<file path="src/rtl/wm_pkg.sv">
// Shared types and constants for the washing-machine phase sequencer.
package wm_pkg;

  localparam int unsigned STATE_W = 2;

  typedef enum logic [STATE_W-1:0] {
    ST_IDLE  = 2'd0,
    ST_RUN   = 2'd1,
    ST_PAUSE = 2'd2,
    ST_DONE  = 2'd3
  } wm_state_e;

  // Conventional meaning of the first four phases of a cycle.
  localparam int unsigned PH_SOAK  = 0;
  localparam int unsigned PH_WASH  = 1;
  localparam int unsigned PH_RINSE = 2;
  localparam int unsigned PH_SPIN  = 3;

endpackage

</file>
<file path="src/rtl/wm_next_phase.sv">
// Priority search for the lowest set mask bit above (or, if INCLUSIVE, at or above) cur.
module wm_next_phase #(
  parameter int unsigned NUM_PHASES = 4,
  parameter bit          INCLUSIVE  = 1'b0
) (
  input  logic [NUM_PHASES-1:0]         mask,
  input  logic [$clog2(NUM_PHASES)-1:0] cur,
  output logic [$clog2(NUM_PHASES)-1:0] next_idx,
  output logic                          none_left
);

  localparam int unsigned IW = $clog2(NUM_PHASES);

  int unsigned cur_i;

  // Scan high to low so the lowest qualifying index is written last.
  always_comb begin
    next_idx  = '0;
    none_left = 1'b1;
    cur_i     = 32'(cur);
    for (int unsigned i = 0; i < NUM_PHASES; i++) begin
      if (mask[NUM_PHASES-1-i] &&
          (INCLUSIVE ? (NUM_PHASES-1-i >= cur_i) : (NUM_PHASES-1-i > cur_i))) begin
        next_idx  = IW'(NUM_PHASES-1-i);
        none_left = 1'b0;
      end
    end
  end

endmodule

</file>
<file path="src/rtl/wm_phase_sequencer.sv">
// Programmable multi-phase washing-machine sequencer with pause/resume and phase skipping.
// Optional pause timeout enabled by defining WM_PAUSE_TIMEOUT_EN.
module wm_phase_sequencer
  import wm_pkg::*;
#(
  parameter int unsigned NUM_PHASES  = 4,
  parameter int unsigned NUM_MODES   = 4,
  parameter int unsigned CNT_W       = 32,
  parameter int unsigned DEFAULT_LEN = 16,
  parameter int unsigned PAUSE_MAX   = 1000
) (
  input  logic                          clk,
  input  logic                          rst_n,
  input  logic                          start,
  input  logic                          cancel,
  input  logic                          lid_open,
  input  logic                          power_on,
  input  logic [$clog2(NUM_MODES)-1:0]  mode_sel,
  input  logic                          cfg_we,
  input  logic [$clog2(NUM_MODES)-1:0]  cfg_mode,
  input  logic [$clog2(NUM_PHASES)-1:0] cfg_phase,
  input  logic [CNT_W-1:0]              cfg_len,
  output logic [1:0]                    state,
  output logic [$clog2(NUM_PHASES)-1:0] phase_idx,
  output logic [NUM_PHASES-1:0]         phase_en,
  output logic [CNT_W-1:0]              counter_out,
  output logic                          busy,
  output logic                          done,
  output logic                          abort_fault
);

  localparam int unsigned IW = $clog2(NUM_PHASES);
  localparam int unsigned MW = $clog2(NUM_MODES);

  wm_state_e       state_q, state_d;
  logic [IW-1:0]   phase_q, phase_d;
  logic [CNT_W-1:0] cnt_q, cnt_d;
  logic [MW-1:0]   mode_q, mode_d;
  logic            fault_q, fault_d;
  logic            arm_q, arm_d;

  logic [CNT_W-1:0] len_tab [NUM_MODES][NUM_PHASES];

  logic [NUM_PHASES-1:0] start_mask, run_mask;
  logic [IW-1:0]         start_idx, adv_idx;
  logic                  start_none, adv_none;
  logic [CNT_W-1:0]      cur_len;
  logic                  pause_cond, accept, pause_expired;

  always_ff @(posedge clk or negedge rst_n) begin
    if (!rst_n) begin
      for (int unsigned m = 0; m < NUM_MODES; m++)
        for (int unsigned p = 0; p < NUM_PHASES; p++)
          len_tab[m][p] <= CNT_W'(DEFAULT_LEN);
    end else if (state_q == ST_IDLE && cfg_we && 32'(cfg_phase) < NUM_PHASES) begin
      len_tab[cfg_mode][cfg_phase] <= cfg_len;
    end
  end

  always_comb begin
    start_mask = '0;
    run_mask   = '0;
    for (int unsigned p = 0; p < NUM_PHASES; p++) begin
      start_mask[p] = (len_tab[mode_sel][p] != '0);
      run_mask[p]   = (len_tab[mode_q][p] != '0);
    end
  end

  assign cur_len = len_tab[mode_q][phase_q];

  wm_next_phase #(.NUM_PHASES(NUM_PHASES), .INCLUSIVE(1'b1)) u_start_search (
    .mask      (start_mask),
    .cur       ('0),
    .next_idx  (start_idx),
    .none_left (start_none)
  );

  wm_next_phase #(.NUM_PHASES(NUM_PHASES), .INCLUSIVE(1'b0)) u_adv_search (
    .mask      (run_mask),
    .cur       (phase_q),
    .next_idx  (adv_idx),
    .none_left (adv_none)
  );

`ifdef WM_PAUSE_TIMEOUT_EN
  localparam int unsigned PW = $clog2(PAUSE_MAX + 1);
  logic [PW-1:0] pcnt_q, pcnt_d;

  // Restarts from zero on every entry because it only counts while already paused.
  assign pcnt_d        = (state_q == ST_PAUSE) ? pcnt_q + 1'b1 : '0;
  assign pause_expired = (pcnt_q == PW'(PAUSE_MAX - 1));

  always_ff @(posedge clk or negedge rst_n) begin
    if (!rst_n) pcnt_q <= '0;
    else        pcnt_q <= pcnt_d;
  end
`else
  logic pause_max_unused;
  assign pause_max_unused = (PAUSE_MAX == 0);
  assign pause_expired    = 1'b0;
`endif

  assign pause_cond = !power_on || lid_open;
  // Start is armed only after it has been seen low, so a held start cannot retrigger.
  assign accept     = start && arm_q && power_on && !lid_open;

  always_comb begin
    state_d = state_q;
    phase_d = phase_q;
    cnt_d   = cnt_q;
    mode_d  = mode_q;
    fault_d = fault_q;
    arm_d   = arm_q | !start;
    if (cancel) begin
      state_d = ST_IDLE;
      phase_d = '0;
      cnt_d   = '0;
    end else begin
      case (state_q)
        ST_IDLE: begin
          if (accept) begin
            mode_d  = mode_sel;
            fault_d = 1'b0;
            arm_d   = 1'b0;
            cnt_d   = '0;
            if (start_none) begin
              state_d = ST_DONE;
              phase_d = '0;
            end else begin
              state_d = ST_RUN;
              phase_d = start_idx;
            end
          end
        end
        ST_RUN: begin
          if (pause_cond) begin
            state_d = ST_PAUSE;
          end else if (cnt_q == cur_len - CNT_W'(1)) begin
            cnt_d = '0;
            if (adv_none) begin
              state_d = ST_DONE;
              phase_d = '0;
            end else begin
              phase_d = adv_idx;
            end
          end else begin
            cnt_d = cnt_q + CNT_W'(1);
          end
        end
        ST_PAUSE: begin
          if (!pause_cond) begin
            state_d = ST_RUN;
          end else if (pause_expired) begin
            state_d = ST_IDLE;
            phase_d = '0;
            cnt_d   = '0;
            fault_d = 1'b1;
          end
        end
        ST_DONE: state_d = ST_IDLE;
        default: state_d = ST_IDLE;
      endcase
    end
  end

  always_ff @(posedge clk or negedge rst_n) begin
    if (!rst_n) begin
      state_q <= ST_IDLE;
      phase_q <= '0;
      cnt_q   <= '0;
      mode_q  <= '0;
      fault_q <= 1'b0;
      arm_q   <= 1'b1;
    end else begin
      state_q <= state_d;
      phase_q <= phase_d;
      cnt_q   <= cnt_d;
      mode_q  <= mode_d;
      fault_q <= fault_d;
      arm_q   <= arm_d;
    end
  end

  always_comb begin
    phase_en = '0;
    if (state_q == ST_RUN) phase_en[phase_q] = 1'b1;
  end

  assign state       = state_q;
  assign phase_idx   = phase_q;
  assign counter_out = cnt_q;
  assign busy        = (state_q == ST_RUN) || (state_q == ST_PAUSE);
  assign done        = (state_q == ST_DONE);
  assign abort_fault = fault_q;

endmodule

</file>
<file path="config.mk">
export PLATFORM = sky130hd
export DESIGN_NAME = wm_phase_sequencer
export DESIGN_NICKNAME = d
export VERILOG_FILES = /design/src/rtl/wm_pkg.sv /design/src/rtl/wm_next_phase.sv /design/src/rtl/wm_phase_sequencer.sv
export SDC_FILE = /design/constraint.sdc
export NUM_CORES = 1
export LEC_CHECK = 0
export BUFFER_PORTS_ARGS = -buffer_cell sky130_fd_sc_hd__buf_4
export CAP_MARGIN = 20
export CORE_ASPECT_RATIO = 0.9
export CORE_MARGIN = 5
export CORE_UTILIZATION = 38
export CTS_CLUSTER_DIAMETER = 50
export DETAILED_ROUTE_END_ITERATION = 16
export GPL_TIMING_DRIVEN = 1
export SLEW_MARGIN = 20
export SYNTH_ARGS = -nofsm -noshare
export SYNTH_HDL_FRONTEND = slang
export SYNTH_SLANG_ARGS = --single-unit
</file>
<file path="constraint.sdc">
create_clock -name clk -period 13.3 [get_ports clk]
set_input_delay 2.66 -clock clk [delete_from_list [all_inputs] [get_ports clk]]
set_output_delay 2.66 -clock clk [all_outputs]
set_load 0.05 [all_outputs]
</file>
==> impl_metrics.tcl <==
set metrics [dict create \
    status "finished, final reports clean" \
    largest_net_degree_at_the_start_of_global_routing 171 \
    cts.htree.levels 3 \
    layout-area-overhead-vs-synth_pct 14.11 \
    arrival_ps 6810 \
    clk_transition_reported_paths_ps 60 \
    route.vias.total 21442 \
    library_cells_used_by_synthesis 92 \
    design.portCount 88 \
    fin_setup_tns_ps 0 \
    timing.rr.start "mode_q[0]$_DFFE_PN0P_" \
    antenna_violating_nets_post_route 0 \
    clock_insertion_delay_worst_skew_ps 630 \
    worst_path_max_delay_cell "sky130_fd_sc_hd__dfrtp_4" \
    seq_power_share_pct 37.6 \
    worstSetupEndpointType "flop" \
    peakVddDrop_mv 0.1078 \
    timing.critical_path.fanout_max 52 \
    synth-async-reset-ratio_pct 100.0 \
    fp.dieArea_um2 81120 \
    post-place-ws_ps 6975 \
    synthFlopType "sky130_fd_sc_hd__dfrtp_1" \
    wl_per_cell_um 32.83 \
    holdPathStages 2 \
    worstReg2RegEnd "counter_out[11]$_DFFE_PN0P_" \
    post_cts.resized_instances 0 \
    remaining_global_route_overflow 0 \
    syn-cell-area_um2 28700 \
    final_max_slew_viol_count 0 \
    dp.final_hpwl_mm 77.82 \
    hold_violations 0 \
    critical_path.most_common_cell "sky130_fd_sc_hd__mux4_2" \
    layout.nets 2308 \
    buffer_ports.inserted 86 \
    floorplan.rows 95 \
    cp_cell_sequence "buf_4, mux4_2, mux4_2, a211oi_4, nand2_1, nor4b_1, o21ai_0, a21boi_0, o211ai_1, or4_4, nor3_4, nor3_1" \
    synth.net_count 2270 \
    grt_pass1_vias 21151 \
    grt_pass1_wl_mm 157.0 \
    max-cap-violations 0 \
    post_cts_setup_buffer_count 0 \
    antenna_violations_before_repair 4 \
    worst_slew_margin_rel_pct 16.50 \
    die_x_um 299.7 \
    layout_setup_ws_ps 6911 \
    crit_path_start "mode_q[0]$_DFFE_PN0P_" \
    detailedRoute.firstIterationViolations 2887 \
    layout.cells.non_filler 3282 \
    postRouteWirelength_mm 107.8 \
    min_to "arm_q$_DFF_PN1_" \
    tritoncts "built" \
    p_int_mw 5.009 \
    drt_first_pass_iters 10 \
    drive_gt1_share_pct 40.24 \
    sequential_share_of_the_synthesized_area_pct 48.12 \
    max_clock_freq_mhz 156.5 \
    syn-mean-instance-area_um2 12.94 \
    routabilityCongestion 1.027 \
    globalRouteTotalUtil_pct 26.14 \
    r2r_setup_slack_ps 6910 \
    clockPowerShare_pct 24.6 \
    dp_cells 3154 \
    die_h_um 270.7 \
    finalHoldWorstSlack_ps 479.2 \
    period_needed_ps 6389 \
    ys.warnings.count 0 \
    floorplan.initialDensity_pct 38.38 \
    startpoint_type "flop" \
    power.share.switching_pct 39.47 \
    core_area_um2 74770 \
    power_density_nw_per_um2 252.7 \
    worstPathRequired_ps 13720 \
    max_stage_delay_ps 910 \
    crit_type "reg2reg" \
    clkSinkCount 551 \
    detail_route.drc_violations 0 \
    min-delay-path-class "reg2reg" \
    postSynthCellCount 2218 \
    synth-edff-count 0 \
    timing.final.crit_share_pct 48.04 \
    root_cell_of_the_clock_tree "sky130_fd_sc_hd__clkbuf_16" \
    r2r_cells 12 \
    hold_path.startpoint "arm_q$_DFF_PN1_" \
    final.setup_skew_ps 41.37 \
    cts_buffer_depth 3 \
    yosys_register_bits 551 \
    net-switching-power_mw 3.266 \
    total_leakage_power_nw 13.58 \
    timing.final.setup_violations 0 \
    cts-hold-fix-buffers 0 \
    combPwrFrac_pct 37.7 \
    fillerInstances 6745 \
    vias_per_cell 6.533 \
    cts_inserted_buffers 70 \
    grt_setup_unrepaired "false" \
    tightest_slew_ps 1241 \
]
[stage by stage]
step	total power, mW	instance area [um^2]	utilization (%)
after floorplan	4.903	28700	-
after global routing	8.562	32740	43.80
after CTS	8.191	32720	43.76
after detailed placement	6.134	30220	40.42
after global placement	6.068	30220	40.42
final	8.275	32750	43.80
[cell usage after synthesis, types with 5 or more instances]
cell	count	area [um^2]
sky130_fd_sc_hd__nor4_1	127	794.5
sky130_fd_sc_hd__dfstp_2	17	446.7
sky130_fd_sc_hd__and2_1	7	43.79
sky130_fd_sc_hd__nor4b_1	12	105.1
sky130_fd_sc_hd__a221oi_1	6	52.55
sky130_fd_sc_hd__nor2b_1	15	93.84
sky130_fd_sc_hd__o21ai_0	30	150.1
sky130_fd_sc_hd__nand3_1	35	175.2
sky130_fd_sc_hd__a21oi_1	21	105.1
sky130_fd_sc_hd__mux2i_1	67	670.6
sky130_fd_sc_hd__a31oi_1	11	68.82
sky130_fd_sc_hd__and3_1	12	75.07
sky130_fd_sc_hd__inv_1	10	37.54
sky130_fd_sc_hd__buf_2	16	80.08
sky130_fd_sc_hd__a22o_1	21	183.9
sky130_fd_sc_hd__mux2_2	529	5957
sky130_fd_sc_hd__dfrtp_1	534	13360
sky130_fd_sc_hd__buf_6	9	101.4
sky130_fd_sc_hd__o22ai_1	14	87.58
sky130_fd_sc_hd__nand2_1	61	229.0
sky130_fd_sc_hd__buf_4	10	75.07
sky130_fd_sc_hd__ha_1	7	87.58
sky130_fd_sc_hd__nor3b_1	5	37.54
sky130_fd_sc_hd__nand2b_1	16	100.1
sky130_fd_sc_hd__a22oi_1	11	82.58
sky130_fd_sc_hd__or4_1	12	90.09
sky130_fd_sc_hd__mux4_2	94	2117
sky130_fd_sc_hd__xnor2_1	36	315.3
sky130_fd_sc_hd__clkbuf_1	97	364.1
sky130_fd_sc_hd__mux4_1	5	131.4
sky130_fd_sc_hd__buf_1	22	82.58
sky130_fd_sc_hd__or3_1	10	62.56
sky130_fd_sc_hd__nor2_1	88	330.3
sky130_fd_sc_hd__nor3_1	70	350.3
sky130_fd_sc_hd__xor2_1	31	271.5
sky130_fd_sc_hd__nand4_1	41	256.5
sky130_fd_sc_hd__and4_1	5	43.79
[worst max path at each step]
| stage | end | slack (ps) | cells after the start |
|---|---|---|---|
| floorplan | phase_en[0] | 8020 | 6 |
| global placement | counter_out[31]$_DFFE_PN0P_ | 7020 | 12 |
| detailed placement | counter_out[31]$_DFFE_PN0P_ | 6980 | 12 |
| CTS | counter_out[11]$_DFFE_PN0P_ | 6910 | 12 |
| global route | counter_out[11]$_DFFE_PN0P_ | 6480 | 12 |
| finish | counter_out[11]$_DFFE_PN0P_ | 6910 | 12 |
[state kept, by name (all words and copies together) (netlist names)]
signal and count:
arm_q 1, phase_idx 2, counter_out 32, mode_q 2, len_tab 512, state 2
[area by class of cell]
cell class                      instances  area [um^2]  area share, %
Clock buffer                           89         1954          5.968
Antenna cell                            1        2.502       0.007642
Sequential cell                       551        13820          42.20
Clock inverter                         38        540.5          1.651
Tap cell                              970         1214          3.706
Timing Repair Buffer                  122        943.4          2.881
Inverter                               11        41.29         0.1261
Multi-Input combinational cell       1500        14230          43.46
[critical path, delay by kind of cell (launching register included)]
| family | cells | cell delay, ps |
|---|---|---|
| AOI/OAI and AO/OA | 4 | 890 |
| buffers and inverters | 1 | 780 |
| DFF | 1 | 910 |
| muxes | 2 | 1160 |
| and+or+nand+nor | 5 | 2400 |
[cell usage in the layout (no fill, tap or decap), types with 11 or more instances in the layout]
master | Yosys | layout
sky130_fd_sc_hd__nor4_1 | 127 | 124
sky130_fd_sc_hd__a22oi_1 | 11 | 11
sky130_fd_sc_hd__dfrtp_1 | 534 | 530
sky130_fd_sc_hd__mux2_2 | 529 | 529
sky130_fd_sc_hd__and3_1 | 12 | 12
sky130_fd_sc_hd__nand2_1 | 61 | 60
sky130_fd_sc_hd__a22o_1 | 21 | 21
sky130_fd_sc_hd__nor2_1 | 88 | 78
sky130_fd_sc_hd__nand4_1 | 41 | 41
sky130_fd_sc_hd__nor4b_1 | 12 | 12
sky130_fd_sc_hd__o21ai_0 | 30 | 30
sky130_fd_sc_hd__nand3_1 | 35 | 35
sky130_fd_sc_hd__nand2b_1 | 16 | 13
sky130_fd_sc_hd__or4_1 | 12 | 11
sky130_fd_sc_hd__a31oi_1 | 11 | 11
sky130_fd_sc_hd__o22ai_1 | 14 | 14
sky130_fd_sc_hd__xor2_1 | 31 | 31
sky130_fd_sc_hd__mux2i_1 | 67 | 67
sky130_fd_sc_hd__clkbuf_16 | 0 | 71
sky130_fd_sc_hd__clkbuf_8 | 0 | 11
sky130_fd_sc_hd__mux4_2 | 94 | 94
sky130_fd_sc_hd__buf_4 | 10 | 118
sky130_fd_sc_hd__nor3_1 | 70 | 69
sky130_fd_sc_hd__nor2b_1 | 15 | 14
sky130_fd_sc_hd__xnor2_1 | 36 | 36
sky130_fd_sc_hd__dfstp_2 | 17 | 17
sky130_fd_sc_hd__a21oi_1 | 21 | 21
[metal layers]
layer | track usage, % | share of wire (%) | up-vias
li1 | - | - | 8614
met2 | 38.77 | 43 | 1286
met4 | 8.874 | 4.2 | 4
met5 | 0 | 0.025 | -
met3 | 7.592 | 11 | 268
met1 | 36.88 | 41 | 11270
[cells by family after synthesis]
kind of cell / share of synthesized area [%]
fa+ha+maj: 0.3052
buf+inv: 2.699
compound gates: 5.010
mux: 31.35
xor+xnor: 2.045
other cells: 0.01307
simple gates: 10.46
flops: 48.12
[power groups by stage]
stage          Sequential [mW]  Clock [mW]  Combinational, mW
4_1_cts                   3.08        2.06               3.04
3_5_place_dp              3.11           0               3.03
6_report                  3.12        2.04               3.12
5_1_grt                   3.17        2.13               3.26
2_1_floorplan             2.69           0               2.21
3_3_place_gp              3.08           0               2.99
No activity file was read; power rests on OpenSTA's default activity.
